===== config.mk =====
export PLATFORM = sky130hd
export DESIGN_NAME = hand_sorter
export DESIGN_NICKNAME = d
export VERILOG_FILES = /design/src/rtl/hand_sorter.sv
export SDC_FILE = /design/constraint.sdc
export NUM_CORES = 1
export LEC_CHECK = 0
export CORE_AREA = 2 2 195 197
export CTS_BUF_LIST = sky130_fd_sc_hd__clkbuf_8
export DETAILED_ROUTE_END_ITERATION = 6
export DIE_AREA = 0 0 197 199
export MAX_ROUTING_LAYER = met4
export PLACE_DENSITY = 0.73
export SKIP_CTS_REPAIR_TIMING = 1
export SLEW_MARGIN = 0
export SYNTH_ARGS = -nofsm -noshare
export SYNTH_HDL_FRONTEND = slang
export SYNTH_SLANG_ARGS = --single-unit
export TNS_END_PERCENT = 1

===== constraint.sdc =====
create_clock -name clk -period 7.5 [get_ports clk]
set_input_delay 1.5 -clock clk [delete_from_list [all_inputs] [get_ports clk]]
set_output_delay 1.5 -clock clk [all_outputs]
set_load 0.05 [all_outputs]

===== src/rtl/hand_sorter.sv =====
// hand_sorter: sequential bubble sorter for packed card/hand vectors.
//
// Loads N elements of W bits in one cycle. It then runs one compare-and-swap per clock with a
// single comparator. The compare key is the unsigned field data[KEY_LSB +: KEY_W]. The order is
// ascending or descending and is chosen per request. Equal keys never swap, so the sort is stable.
// The sort stops early after a pass that makes no swap.
//
// Ports:
//   clk     in   1     system clock, rising edge
//   rst_n   in   1     asynchronous active-low reset
//   start   in   1     request pulse, sampled only while busy=0
//   desc    in   1     order select sampled with start (0 ascending, 1 descending)
//   din     in   N*W   input vector, element k at din[k*W +: W]
//   busy    out  1     high while sorting
//   done    out  1     one-cycle completion pulse
//   dout    out  N*W   sorted result, held until the next done
//   passes  out  8     passes used by the last sort, held until the next done
module hand_sorter #(
  parameter int unsigned N       = 17,
  parameter int unsigned W       = 8,
  parameter int unsigned KEY_LSB = 0,
  parameter int unsigned KEY_W   = 8
) (
  input  logic           clk,
  input  logic           rst_n,
  input  logic           start,
  input  logic           desc,
  input  logic [N*W-1:0] din,
  output logic           busy,
  output logic           done,
  output logic [N*W-1:0] dout,
  output logic [7:0]     passes
);

  localparam int unsigned IW      = (N > 2) ? $clog2(N) : 1;
  localparam logic [7:0]  LastIdx = 8'(N - 2);

  typedef enum logic [0:0] {StIdle, StSort} state_e;

  state_e         state_q, state_d;
  logic [W-1:0]   data_q [N];
  logic [W-1:0]   data_d [N];
  logic [7:0]     i_q, i_d;
  logic [7:0]     p_q, p_d;
  logic           swapped_q, swapped_d;
  logic           desc_q, desc_d;
  logic           done_q, done_d;
  logic [N*W-1:0] dout_q, dout_d;
  logic [7:0]     passes_q, passes_d;

  logic [7:0]     i_plus;
  logic [IW-1:0]  idx_a, idx_b;
  logic [W-1:0]   elem_a, elem_b;
  logic [KEY_W-1:0] key_a, key_b;
  logic           do_swap;
  logic           end_of_pass;
  logic           last_pass;
  logic           pass_swapped;
  logic [N*W-1:0] sorted_packed;

  always_comb begin
    state_d       = state_q;
    data_d        = data_q;
    i_d           = i_q;
    p_d           = p_q;
    swapped_d     = swapped_q;
    desc_d        = desc_q;
    done_d        = 1'b0;
    dout_d        = dout_q;
    passes_d      = passes_q;
    sorted_packed = '0;

    // Single comparator, always looking at the pair (i, i+1).
    i_plus       = i_q + 8'd1;
    idx_a        = i_q[IW-1:0];
    idx_b        = i_plus[IW-1:0];
    elem_a       = data_q[idx_a];
    elem_b       = data_q[idx_b];
    key_a        = elem_a[KEY_LSB +: KEY_W];
    key_b        = elem_b[KEY_LSB +: KEY_W];
    do_swap      = desc_q ? (key_a < key_b) : (key_a > key_b);
    // Each pass leaves one more element settled at the tail, so the pass shortens by one.
    end_of_pass  = (i_q == (LastIdx - p_q));
    last_pass    = (p_q == LastIdx);
    pass_swapped = swapped_q | do_swap;

    unique case (state_q)
      StIdle: begin
        if (start) begin
          for (int k = 0; k < int'(N); k++) begin
            data_d[k] = din[k*W +: W];
          end
          desc_d    = desc;
          i_d       = 8'd0;
          p_d       = 8'd0;
          swapped_d = 1'b0;
          state_d   = StSort;
        end
      end
      StSort: begin
        if (do_swap) begin
          data_d[idx_a] = elem_b;
          data_d[idx_b] = elem_a;
        end
        swapped_d = pass_swapped;
        // Build the packed result from the post-swap array so the final swap is included.
        for (int k = 0; k < int'(N); k++) begin
          sorted_packed[k*W +: W] = data_d[k];
        end
        if (end_of_pass) begin
          if (!pass_swapped || last_pass) begin
            dout_d   = sorted_packed;
            passes_d = p_q + 8'd1;
            done_d   = 1'b1;
            i_d      = 8'd0;
            p_d      = 8'd0;
            state_d  = StIdle;
          end else begin
            p_d       = p_q + 8'd1;
            i_d       = 8'd0;
            swapped_d = 1'b0;
          end
        end else begin
          i_d = i_plus;
        end
      end
      default: state_d = StIdle;
    endcase
  end

  always_ff @(posedge clk or negedge rst_n) begin
    if (!rst_n) begin
      state_q   <= StIdle;
      for (int k = 0; k < int'(N); k++) begin
        data_q[k] <= '0;
      end
      i_q       <= 8'd0;
      p_q       <= 8'd0;
      swapped_q <= 1'b0;
      desc_q    <= 1'b0;
      done_q    <= 1'b0;
      dout_q    <= '0;
      passes_q  <= 8'd0;
    end else begin
      state_q   <= state_d;
      data_q    <= data_d;
      i_q       <= i_d;
      p_q       <= p_d;
      swapped_q <= swapped_d;
      desc_q    <= desc_d;
      done_q    <= done_d;
      dout_q    <= dout_d;
      passes_q  <= passes_d;
    end
  end

  assign busy   = (state_q == StSort);
  assign done   = done_q;
  assign dout   = dout_q;
  assign passes = passes_q;

endmodule


## Word level (Yosys, flattened, before mapping)

Cells that the tools add are included.

| storage, ports and cells | value |
|---|---|
| memory bits (writable) | 0 |
| bits in read-only memories | 0 |
| register bits | 300 |
| output and inout port bits | 146 |
| memories kept | 0 |
| latch bits | 0 |
| input bits | 140 |

| operators by class | value |
|---|---|
| $mul | 0 |
| equal/unequal tests | 4 |
| add/subtract/negate cells | 3 |
| reduce and logical (&&, ||, !) cells | 7 |
| mux-type cells | 33 |
| div/mod/pow operators | 0 |
| magnitude comparators | 6 |
| shift operators | 0 |
| bitwise operators | 4 |

Operators with widths:

| cell | number |
|---|---|
| $bwmux 136 | 2 |
| $mux 136 | 2 |
| $pmux 136 s2 | 1 |
| $bmux 8 s5 | 2 |
| $demux 8 s5 | 2 |
| $mux 8 | 10 |
| $pmux 8 s2 | 2 |
| $add 8x1->8 const B | 2 |
| $ge 6x6->1 const B | 2 |
| $lt 6x1->1 const B | 2 |
| $not 5->6 | 2 |
| $mux 1 | 10 |
| $eq 8x4->1 const B | 1 |
| $eq 8x8->1 | 1 |
| $gt 8x8->1 | 1 |
| $lt 8x8->1 | 1 |
| $sub 4x8->8 const A | 1 |
| $pmux 1 s2 | 2 |
| $reduce_and 2->1 | 2 |
| $reduce_and 3->1 | 1 |
| $logic_and 1x1->1 | 2 |
| $ne 2x1->1 const B | 1 |
| $ne 2x2->1 const B | 1 |
| $logic_not 1->1 | 1 |
| other kinds (3) | 3 |

## Longest topological paths before layout

| logic depth | value |
|---|---|
| word-level depth | 13 |
| depth in mapped cells | 27 |
| mapped depth without buffers | 16 |

## Least setup slack after synthesis

No wires, ideal clock.

| timing path | value |
|---|---|
| path kind | reg2reg |
| start point | reg i_q[1] |
| end point | reg data_q[83] (netlist bit) |
| period minus slack after synthesis | 5.054 ns |
| path buffers | 9 |
| data arrival time | 4.908 ns |
| stages on the path, launching flop included | 23 |
| slack | 2.446 ns |
| library setup time | 0.146 ns |
| required time | 7.354 ns |
| cell sequence | dfrtp_1 buf_4 buf_6 buf_4 buf_4 inv_1 ha_1 buf_2 buf_2 mux4_2 a22oi_2 nand2_1 buf_4 ha_1 nor2b_1 o211ai_1 a21o_1 a211oi_2 buf_2 clkbuf_1 o21ai_0 a222oi_1 a221oi_1 |

| on the way | value |
|---|---|
| longest elaborated chain between the ends | 9 |
| elaborated cells on any way between the ends | 26 |
| those cells by class | add/sub (1); order compare (6); mux (15); bitwise (2); reduce/logical (2) |

Ends and longest elaborated chain:

| item | line | text |
|---|---|---|
| from (decl) | 43 | `logic [7:0] i_q, i_d;` |
| from (signal assigned) | 147 | `i_q <= i_d;` |
| $add 8x1->8 / $not 5->6 (equally long branches) | 74, 77, 102 |  |
| $not 5->6 (not written as such) (tied with other cells) | 78, 103 |  |
| $bmux 8 s5 (tied with other cells) | 78 | `elem_b = data_q[idx_b];` |
| $mux 8 (not written as such) (tied with other cells) (2 in a row) | 78 |  |
| $gt 8x8->1 (tied with other cells) | 81 | `do_swap = desc_q ? (key_a < key_b) : (key_a > key_b);` |
| $mux 1 / $bwmux 136 (equally long branches) | 81, 103 |  |
| $mux 136 * | 101 | `if (do_swap) begin` |
| $pmux 136 s2 * | 87 | `unique case (state_q)` |
| to (signal assigned) | 146 | `data_q <= data_d;` |
| to (decl) | 41 | `logic [W-1:0] data_q [N];` |

Mark *: on every way between the ends. The rest lies on a longest branch, timed or not. The select of a mux whose other input is x is not followed.
A chain may end at the register's enable or synchronous reset.

## Final worst setup path

| timing path | value |
|---|---|
| start point | reg i_q[1] |
| end point | reg data_q[101] (netlist bit) |

Same word-level chain as after synthesis.

==> flow_summary.toml <==
[floorplan]
die_x_um = 197
die_area_sq_um = 39200
die_h_um = 199
start_util = 0.496
core_area_sq_um = 37100
io_pins = 286
rows = 71

[min_path]
hold_start = "dout[101]"
hold_path.class = "flop to flop"

[drt]
drt-total-wl_mm = 88.5
drc = 0
postRouteAntennaNets = 0
via_per_inst = 7.20
dr.first_iter.drc_count = 2493
post_drt_wl_per_cell_um = 33.1
vias = 19200
dr.pass1.iters = 6

[clock_network]
htreeDepth = 2
cts_sinks = 300
cts_buffers = 51
clk_pin_slew_ns = 0.06
clockBufferDepth = 3
clk-insertion-delay-late_ns = 0.66
root_buffer = "clkbuf_8"
tritoncts = "built"

[logic_synthesis]
ys_seq_elements = 300
synth_top_cells_by_area = "dfrtp_1, mux4_2, o21ai_0"
synth_cells = 1905
synth_most_common_cell = "dfrtp_1"
ys_warn_count = 0
netlist.area_leader.share = 0.408
synthFlopType = "dfrtp_1"
synth_common_cells = "dfrtp_1, o21ai_0, nor2_1, a21oi_1, o22ai_1"
avgSynthCellArea_sq_um = 9.66
synth_cell_types = 99
async_reset_ff_frac = 1.00
syn_area_sq_um = 18400
synth_edf_count = 0
syn_nets = 2063
synth_area_leader_cell = "dfrtp_1"
ys_seq_area_frac = 0.408

[cells_and_area]
drive_above_1_share = 0.140
syn_to_final_growth_pct = 24.3
nets = 2312
n_fill_cell = 3139

[sta]
fin_ws_ns = 0.859
timing.fmax_ghz = 0.151
setup_viol = 0
finalClockSkew_ns = 0.0413
final-hold-violation-count = 0
fin_tns_setup_ns = 0
relSlewSlack = 0.138
fin_crit_sh = 0.885
rsz0062_at_grt = "no"
period_needed_ns = 6.64
drv_slew = 0
worst_pin_slew_ns = 1.28

[global_route]
grt_usage = 0.463
antenna_found_initial = 2
grt_overflow = 0
grt_pass1_wl_mm = 127
grt_pass1_vias = 18700
grt_max_degree = 152

[setup_path]
cp-start-kind = "flop"
crit_start = "i_q[1]"
cp-end-kind = "flop"
critical_path_required_ns = 7.98
cp_slowest_cell = "a211oi_4"
crit-reg2reg-launch = "i_q[1]"
cp_slowest_stage_delay_ns = 0.80
cp_max_fo = 25
cp_data_arrival_time_ns = 7.12
path_cells = "buf_4 > ha_1 > xor2_2 > or3_1 > nor2_2 > a2bb2oi_2 > buf_4 > nand2_2 > inv_2 > ha_1 > nor2b_1 > o211ai_1 > a21o_1 > a211oi_4 > buf_4 > o21ai_1 > o221ai_1 > a21oi_1"
crit_path_frequent_cell = "buf_4"
path_class = "flop to flop"

[placed_design]
gp_congestion = 1.13
port_buffers = 285
dp_hpwl_mm = 62.8
pre_cts_ws_ns = 1.19

[outcome]
outcome = "complete, no violations"

[run]
maxCapViolCount = 0
[cell type report]
class / instances / area, sq um / area share
multi-input cells: 1365 / 9860 / 0.431
flip-flops and latches: 300 / 7510 / 0.328
repair buffers: 363 / 3520 / 0.154
clock buffers: 65 / 895 / 0.0391
well taps: 474 / 593 / 0.0259
inverters: 73 / 279 / 0.0122
clock inverters: 27 / 219 / 0.00957
diodes: 5 / 12.5 / 0.000547
[sequential cells by signal, summed over array words and instances, names as in the netlist]
| register | flops |
|---|---|
| swapped_q | 1 |
| done | 1 |
| busy | 1 |
| i_q | 8 |
| p_q | 8 |
| desc_q | 1 |
| dout | 136 |
| passes | 8 |
| data_q | 136 |
[final timing paths]
| path | end | slack (ns) | cells past startpoint |
|---|---|---|---|
| hold / removal | dout[101] | 0.51 | 2 |
| setup / recovery | data_q[101] | 0.86 | 18 |
| setup reg to reg | data_q[101] | 0.86 | 18 |
| min in group asynchronous | dout[67] | 0.83 | 1 |
| hold reg to reg | dout[101] | 0.51 | 2 |
| max in group asynchronous | i_q[0] | 5.11 | 2 |
[critical path: cells and delay by family, from the launching register on]
family	cells	cell delay, ns
AO/OA/AOI/OAI	7	2.12
AND/OR/NAND/NOR	4	1.23
buffers and inverters	4	1.14
adder cells (fa/ha/maj)	2	1.10
XOR/XNOR	1	0.49
flip-flops	1	0.34
[routing by layer]
layer,part of all wire,track usage
met1,0.38,0.576
met5,0,-
met4,0.074,0.286
met2,0.43,0.678
met3,0.12,0.119
[metrics by stage]
step                       util  std cells  instance area (sq um)  hold slack (ns)
after floorplan               -       1905                  18400            0.498
after global placement    0.586       2575                  21800            0.489
after detailed placement  0.586       2575                  21800            0.497
after CTS                 0.616       2667                  22900            0.511
after global routing      0.616       2669                  22900            0.535
final                     0.616       2672                  22900            0.506
[cell families after synthesis]
family          synth area share
buf+inv                   0.0604
xor+xnor                 0.00564
fa+ha+maj                 0.0122
compound gates             0.308
flops                      0.408
mux                        0.109
simple gates              0.0971
[cells in the final DEF, fill, tap and decap left out, types with 19 or more instances in the layout]
master,instances
o22ai_1,112
nand2b_1,19
dfrtp_1,298
clkdlybuf4s50_1,283
o31ai_1,31
nor2_1,156
inv_1,80
mux4_2,60
o21ai_0,216
mux2i_1,52
clkbuf_8,65
a221oi_1,44
nand2_1,97
a211oi_1,27
a21oi_1,131
buf_4,73
nand3_1,24
Power is not shown: default switching activity piles up to over one toggle a cycle in this logic, so the estimate is an artifact.
